**src/rtl/regfile_access_ctrl_pkg.sv**
```systemverilog
// Shared types for the register-file access controller.
// State encoding and register index constants.
package regfile_access_ctrl_pkg;

  typedef enum logic [1:0] {
    ST_IDLE = 2'd0,
    ST_PEND = 2'd1,
    ST_ACK  = 2'd2
  } state_t;

  localparam int REG_ZERO = 0;

endpackage

```
**src/rtl/regfile_access_ctrl.sv**
```systemverilog
// Register-file access controller: shares the write port and the
// rs2 read port between core writeback and a debug/host port.
module regfile_access_ctrl
  import regfile_access_ctrl_pkg::*;
#(
  parameter int BITS       = 16,
  parameter int RBITS      = 3,
  parameter int STARVE_MAX = 3
) (
  input  logic             clk,
  input  logic             rst_n,
  input  logic             core_run,
  input  logic             core_wb_valid,
  input  logic [RBITS-1:0] core_wb_rd,
  input  logic [BITS-1:0]  core_wb_data,
  output logic             core_wb_ready,
  input  logic [RBITS-1:0] core_rs2,
  output logic             core_stall,
  input  logic             dbg_req,
  input  logic             dbg_we,
  input  logic [RBITS-1:0] dbg_addr,
  input  logic [BITS-1:0]  dbg_wdata,
  output logic             dbg_ack,
  output logic [BITS-1:0]  dbg_rdata,
  output logic             rf_run,
  output logic             rf_we,
  output logic [RBITS-1:0] rf_rd,
  output logic [BITS-1:0]  rf_rd_din,
  output logic [RBITS-1:0] rf_rs2,
  input  logic [BITS-1:0]  rf_rs2_dout
);

  localparam int SW =
    (STARVE_MAX > 0) ? $clog2(STARVE_MAX + 1) : 1;
  localparam logic [SW-1:0] STARVE_LIM = SW'(STARVE_MAX);
  localparam logic [RBITS-1:0] ZERO_IDX = RBITS'(REG_ZERO);

  state_t           r_state;
  logic             r_we;
  logic [RBITS-1:0] r_addr;
  logic [BITS-1:0]  r_wdata;
  logic [SW-1:0]    r_starve;
  logic             r_ack;
  logic [BITS-1:0]  r_rdata;

  logic w_pend;
  logic w_rd_grant;
  logic w_core_win;
  logic w_wr_grant;

  assign w_pend     = (r_state == ST_PEND);
  assign w_rd_grant = w_pend & ~r_we;
  // Core keeps the write port until the debug write has lost STARVE_MAX times
  assign w_core_win = w_pend & r_we & core_wb_valid
                    & (r_starve < STARVE_LIM);
  assign w_wr_grant = w_pend & r_we & ~w_core_win;

  assign rf_we         = w_wr_grant | core_wb_valid;
  assign rf_rd         = w_wr_grant ? r_addr  : core_wb_rd;
  assign rf_rd_din     = w_wr_grant ? r_wdata : core_wb_data;
  assign rf_run        = w_wr_grant | core_run;
  assign rf_rs2        = w_rd_grant ? r_addr  : core_rs2;
  assign core_wb_ready = ~w_wr_grant;
  assign core_stall    = w_rd_grant;

  assign dbg_ack   = r_ack;
  assign dbg_rdata = r_rdata;

  always_ff @(posedge clk or negedge rst_n) begin
    if (!rst_n) begin
      r_state  <= ST_IDLE;
      r_we     <= 1'b0;
      r_addr   <= '0;
      r_wdata  <= '0;
      r_starve <= '0;
      r_ack    <= 1'b0;
      r_rdata  <= '0;
    end else begin
      r_ack <= 1'b0;
      unique case (r_state)
        ST_IDLE: begin
          r_starve <= '0;
          if (dbg_req) begin
            r_we    <= dbg_we;
            r_addr  <= dbg_addr;
            r_wdata <= dbg_wdata;
            r_state <= ST_PEND;
          end
        end
        ST_PEND: begin
          if (w_rd_grant) begin
            r_rdata <= (r_addr == ZERO_IDX) ? '0 : rf_rs2_dout;
            r_ack   <= 1'b1;
            r_state <= ST_ACK;
          end else if (w_core_win) begin
            r_starve <= r_starve + 1'b1;
          end else begin
            r_starve <= '0;
            r_ack    <= 1'b1;
            r_state  <= ST_ACK;
          end
        end
        ST_ACK: begin
          r_starve <= '0;
          r_state  <= ST_IDLE;
        end
        default: r_state <= ST_IDLE;
      endcase
    end
  end

endmodule

```
**config.mk**
```make
export PLATFORM = sky130hd
export DESIGN_NAME = regfile_access_ctrl
export DESIGN_NICKNAME = d
export VERILOG_FILES = /design/src/rtl/regfile_access_ctrl_pkg.sv /design/src/rtl/regfile_access_ctrl.sv
export SDC_FILE = /design/constraint.sdc
export NUM_CORES = 1
export LEC_CHECK = 0
export CORE_AREA = 10 10 81 83
export DETAILED_ROUTE_END_ITERATION = 8
export DIE_AREA = 0 0 91 93
export PLACE_DENSITY = 0.79
export SKIP_CTS_REPAIR_TIMING = 1
export SYNTH_ARGS = -nofsm -noshare
export SYNTH_HDL_FRONTEND = slang
export SYNTH_SLANG_ARGS = --single-unit
```
**constraint.sdc**
```tcl
create_clock -name clk -period 2.1 [get_ports clk]
set_input_delay 0.21 -clock clk [delete_from_list [all_inputs] [get_ports clk]]
set_output_delay 0.21 -clock clk [all_outputs]
set_load 0.02 [all_outputs]
```
# --- After elaboration in Yosys (flattened, before gate mapping) ---
# Index checks and enable logic that the tools add are counted.
op_classes:
  add_sub_neg: 1
  order_cmp: 1
  n_eq_ne: 5
  n_mux: 14
  n_bitwise: 10
  n_reduce_logical: 8
ops:
  columns: ["operator", "n"]
  rows:
  - ["$mux W16", 2]
  - ["$mux W2", 5]
  - ["$pmux W2 S2", 2]
  - ["$reduce_and A2 Y1", 4]
  - ["$mux W3", 2]
  - ["$and A1 B1 Y1", 5]
  - ["$ne A2 B2 Y1 const B", 2]
  - ["$logic_not A3 Y1", 1]
  - ["$mux W1", 3]
  - ["$ne A3 B3 Y1 const B", 1]
  - ["$not A1 Y1", 3]
  - ["$add A2 B1 Y2 const B", 1]
  - ["$eq A2 B1 Y1 const B", 1]
  - ["$eq A2 B2 Y1 const B", 1]
  - ["$logic_not A2 Y1", 1]
  - ["$lt A2 B2 Y1 const B", 1]
  - ["$or A1 B1 Y1", 2]
  - ["$reduce_bool A2 Y1", 1]
  - ["$reduce_or A2 Y1", 1]
word_totals:
  ff_bits: 41
  inputBits: 63
  wordCells: 46

# --- Depth between registers and ports, before layout ---
depth:
  ltp_word: 7
  depth_mapped: 5

# --- Worst setup path after synthesis ---
# OpenSTA, ideal clock, no wires.
synth_path:
  kind: "register to output"
  start: "register r_starve[0]"
  end: "output port rf_run"
  arrival_time_ps: 1363
  path_slack_ps: 527
  stages_incl_launch_ff: 6
  n_path_buf: 1
  path_cell_list: "dfrtp_1 -> ha_1 -> nor2b_1 -> nor2_1 -> buf_4 -> or2_2"
synth_via:
  elab_chain_len: 5
synth_lines:
  columns: ["item", "line", "text"]
  rows:
  - ["from (decl)", "regfile_access_ctrl.sv:42", "logic [SW-1:0] r_starve;"]
  - ["from (signal assigned)", "regfile_access_ctrl.sv:96", "r_starve <= r_starve + 1'b1;"]
  - ["$lt A2 B2 Y1", "regfile_access_ctrl.sv:55", "& (r_starve < STARVE_LIM);"]
  - ["$and A1 B1 Y1", "regfile_access_ctrl.sv:55", null]
  - ["$not A1 Y1", "regfile_access_ctrl.sv:56", "assign w_wr_grant = w_pend & r_we & ~w_core_win;"]
  - ["$and A1 B1 Y1", "regfile_access_ctrl.sv:56", null]
  - ["$or A1 B1 Y1", "regfile_access_ctrl.sv:61", "assign rf_run = w_wr_grant | core_run;"]
  - ["to (decl)", "regfile_access_ctrl.sv:25", "output logic rf_run,"]
# Every way passes these cells.

# --- Final worst setup path ---
layout_path:
  start: "register r_state[1]"
  end: "output port rf_rd_din[9]"
layout_via:
  elab_chain_len: 7
layout_lines:
  columns: ["item", "line", "text"]
  rows:
  - ["from (decl)", "regfile_access_ctrl.sv:38", "state_t r_state;"]
  - ["from (signal assigned)", "regfile_access_ctrl.sv:71", "r_state <= ST_IDLE;"]
  - ["from (signal assigned)", "regfile_access_ctrl.sv:87", "r_state <= ST_PEND;"]
  - ["from (signal assigned)", "regfile_access_ctrl.sv:94", "r_state <= ST_ACK;"]
  - ["$eq A2 B1 Y1 (*)", "regfile_access_ctrl.sv:51", "assign w_pend = (r_state == ST_PEND);"]
  - ["$and A1 B1 Y1 (*)", "regfile_access_ctrl.sv:54, regfile_access_ctrl.sv:56", null]
  - ["$and A1 B1 Y1", "regfile_access_ctrl.sv:54", "assign w_core_win = w_pend & r_we & core_wb_valid"]
  - ["$and A1 B1 Y1", "regfile_access_ctrl.sv:55", null]
  - ["$not A1 Y1", "regfile_access_ctrl.sv:56", null]
  - ["$and A1 B1 Y1 (*)", "regfile_access_ctrl.sv:56", null]
  - ["$mux W16 (*)", "regfile_access_ctrl.sv:60", "assign rf_rd_din = w_wr_grant ? r_wdata : core_wb_data;"]
  - ["to (decl)", "regfile_access_ctrl.sv:28", "output logic [BITS-1:0] rf_rd_din,"]
# Mark *: on every way between the ends. The rest lies on a longest branch, timed or not.

==> flow_summary_export.csv <==
group,metric,value,unit
timing,max_freq,475.1,MHz
worst_setup_path,cp_slowest_cell,"dfrtp_1",
timing,hold_ws,0.3537,ns
timing,rsz0062_at_grt,"true",
yosys,syn-num-nets,194,
place,portBuffers,105,
worst_setup_path,reg2reg_depth,4,
final_layout,fin_area,3319,um^2
cts,clock_path_buffers,2,
place,dpl.hpwl,4.437,mm
drt,wirelength,5.987,mm
yosys,ys_seq_elements,41,
timing,skew,0.005335,ns
final_layout,nets,322,
power_and_ir_drop,pwr-share-seq,0.333,
global_route,grt.total_usage,0.1331,
drt,num_vias,1550,
drt,routed_via_density,4.711,
final_layout,syn_to_final_growth,77.34,%
worst_setup_path,slowest_delay,0.40,ns
floorplanning,ioPinCount,106,
worst_setup_path,endpoint_kind,"output port",
cts,h-tree-depth,2,
yosys,synth-seq-area-share,0.5481,
final_layout,seq_area,1026,um^2
power_and_ir_drop,p_leak,1.493,nW
cts,cts_tree,"yes",
drt,wl_per_cell,18.20,um
drt,drt_iter0_markers,60,
place,place_area,3055,um^2
worst_setup_path,critical_path_required,1.89,ns
global_route,antenna_found_initial,0,
drt,first_pass_iters,4,
cts,clock_latency,0.30,ns
yosys,synth_edf_count,0,
run,cap_violations,0,
timing,slew_headroom,0.6220,
worst_setup_path,r2r_slack,0.52,ns
worst_setup_path,critPathArrivalTime,1.89,ns
floorplanning,dieArea,8463,um^2
final_layout,antenna_cells,0,
power_and_ir_drop,p_sw_frac,0.3401,
power_and_ir_drop,p_int,2.737,mW
floorplanning,fp.dieH,93,um
floorplanning,rows,26,
status,status,"finished, violations left",
timing,setup_ws,-0.004914,ns
power_and_ir_drop,power.share.clock,0.160,
cts,numCtsBuffers,5,
timing,layout_min_cycle_time,2.105,ns
drt,drc,0,
worst_setup_path,critPathKind,"flop to output port",
yosys,syn_inst,130,
timing,worst_pin_slew,0.5626,ns
yosys,async_flop_share,1.000,
yosys,syn_area,1872,um^2
final_layout,multiInputGateArea,840.8,um^2
final_layout,fill_cells,403,
worst_setup_path,crit_path_start_kind,"flop",
power_and_ir_drop,p_switching,1.410,mW
power_and_ir_drop,combPwrFrac,0.507,
timing,hold_violations,0,
yosys,avgSynthCellArea,14.40,um^2
status,violations,"negative setup slack",
yosys,ys.warnings.count,0,
place,globalplace.congestion,0.7664,
cts,root_buffer,"clkbuf_8",
floorplanning,fp.dieW,91,um
global_route,grt_overflow,0,
drt,antenna_left,0,
floorplanning,initial_core_util,0.3736,
cts,cts.reportedPaths.clkPinSlew,0.08,ns
timing,fin_crit_sh,1.002,
yosys,synth_top_flop_cell,"dfrtp_1",
worst_setup_path,path_cells,"nand3b_1 -> nor2_4 -> buf_12 -> buf_4 -> mux2_2 -> clkbuf_2",
timing,drv_slew,0,
yosys,synth_cell_types,25,
cts,clock_sinks,41,
global_route,grt_start_max_net_pins,27,
floorplanning,core,5010,um^2
power_and_ir_drop,vdd_drop_max,0.6569,mV
hold_path,hold_class,"input port to asynchronous set/reset pin",
worst_setup_path,critPathMaxFanout,10,
global_route,grt_pass1_wl,9.101,mm
timing,setup_viol,1,
global_route,grt_pass1_vias,1680,
final_layout,drive_gt1_frac,0.3822,
power_and_ir_drop,powerDensity,1249,nW/um^2
power by group through the flow:
stage / clock (mW) / sequential (mW) / combinational [mW]
after global placement: 0 / 1.38 / 1.96
after floorplan: 0 / 1.53 / 0.974
after detailed placement: 0 / 1.39 / 2.00
final: 0.664 / 1.38 / 2.10
after global routing: 0.709 / 1.43 / 2.24
after CTS: 0.678 / 1.38 / 2.01
flip-flops by register name (all words and copies together) (netlist names):
name,cells
dbg_ack,1
r_addr,3
r_we,1
dbg_rdata,16
r_starve,2
r_state,2
r_wdata,16
per-layer routing:
layer	global-route usage	wire length, um	up-vias	part of all wire
li1	-	-	726	-
met1	0.1576	2651	746	0.44
met2	0.2178	2840	70	0.47
met3	0.05675	432	8	0.072
met4	0.03525	62	0	0.010
met5	0	0	-	0
final cells by class:
| type | instances | area share |
|---|---|---|
| sequential | 41 | 0.3091 |
| inverter | 2 | 0.002262 |
| clock buffer | 7 | 0.02601 |
| tap | 70 | 0.02639 |
| timing repair buffer | 128 | 0.3739 |
| clock inverter | 1 | 0.009046 |
| multi-input combinational | 80 | 0.2533 |
through the flow:
| step | cells | worst slack (ns) | util | setup TNS (ns) | power [mW] |
|---|---|---|---|---|---|
| finish | 329 | -0.004914 | 0.6626 | -0.004914 | 4.148 |
| global route | 329 | -0.09129 | 0.6626 | -0.5238 | 4.377 |
| CTS | 317 | -0.3074 | 0.6331 | -6.225 | 4.069 |
| detailed placement | 309 | -0.1450 | 0.6099 | -2.330 | 3.394 |
| global placement | 309 | -0.1213 | 0.6099 | -2.043 | 3.347 |
| floorplan | 130 | 0.5266 | - | 0 | 2.502 |
Yosys cell counts (2+ instances only):
library cell	number	share of area
nand2b_1	3	0.010
a22o_1	16	0.075
inv_1	2	0.0040
a21boi_0	2	0.0080
a21oi_1	2	0.0053
mux2_4	3	0.024
dfrtp_1	41	0.55
buf_4	2	0.0080
buf_6	2	0.012
nand2_1	2	0.0040
mux2_2	39	0.23
buf_2	3	0.0080
worst max-delay path, delay by kind of cell, from the launching register on:
kind / cells / cell delay (ns)
mux: 1 / 0.32
buf+inv: 3 / 0.43
simple gates: 2 / 0.46
flops: 1 / 0.40
placed cells by master (no fill, tap or decap), types with 2 or more instances in the layout:
master / count
buf_6: 12
nand2_1: 2
buf_2: 3
mux2_2: 29
dfrtp_1: 41
clkbuf_8: 6
a22o_1: 16
mux2_4: 13
buf_4: 17
a21boi_0: 2
a21oi_1: 2
nand2b_1: 3
dlymetal6s2s_1: 5
clkdlybuf4s50_1: 79
inv_1: 2
clkbuf_2: 8
final timing paths:
kind                                      from             to
worst max-delay path                r_state[1]   rf_rd_din[9]
worst min-delay path                     rst_n      r_addr[0]
worst max register to register      r_state[0]  dbg_rdata[13]
worst min register to register    dbg_rdata[9]   dbg_rdata[9]
max in group asynchronous                rst_n           r_we
min in group clk                rf_rs2_dout[3]   dbg_rdata[3]
logic make-up (layout without fill, tap and decap cells):
kind of cell	count (synthesis)	count (layout)	share of synthesized area
multiplexers	42	42	0.2587
flip-flops	41	41	0.5481
AO/OA/AOI/OAI	21	21	0.09224
AND/OR/NAND/NOR	16	16	0.06218
buffers and inverters	9	138	0.03208
adder cells (fa/ha/maj)	1	1	0.006683
(Power assumes the default switching activity.)
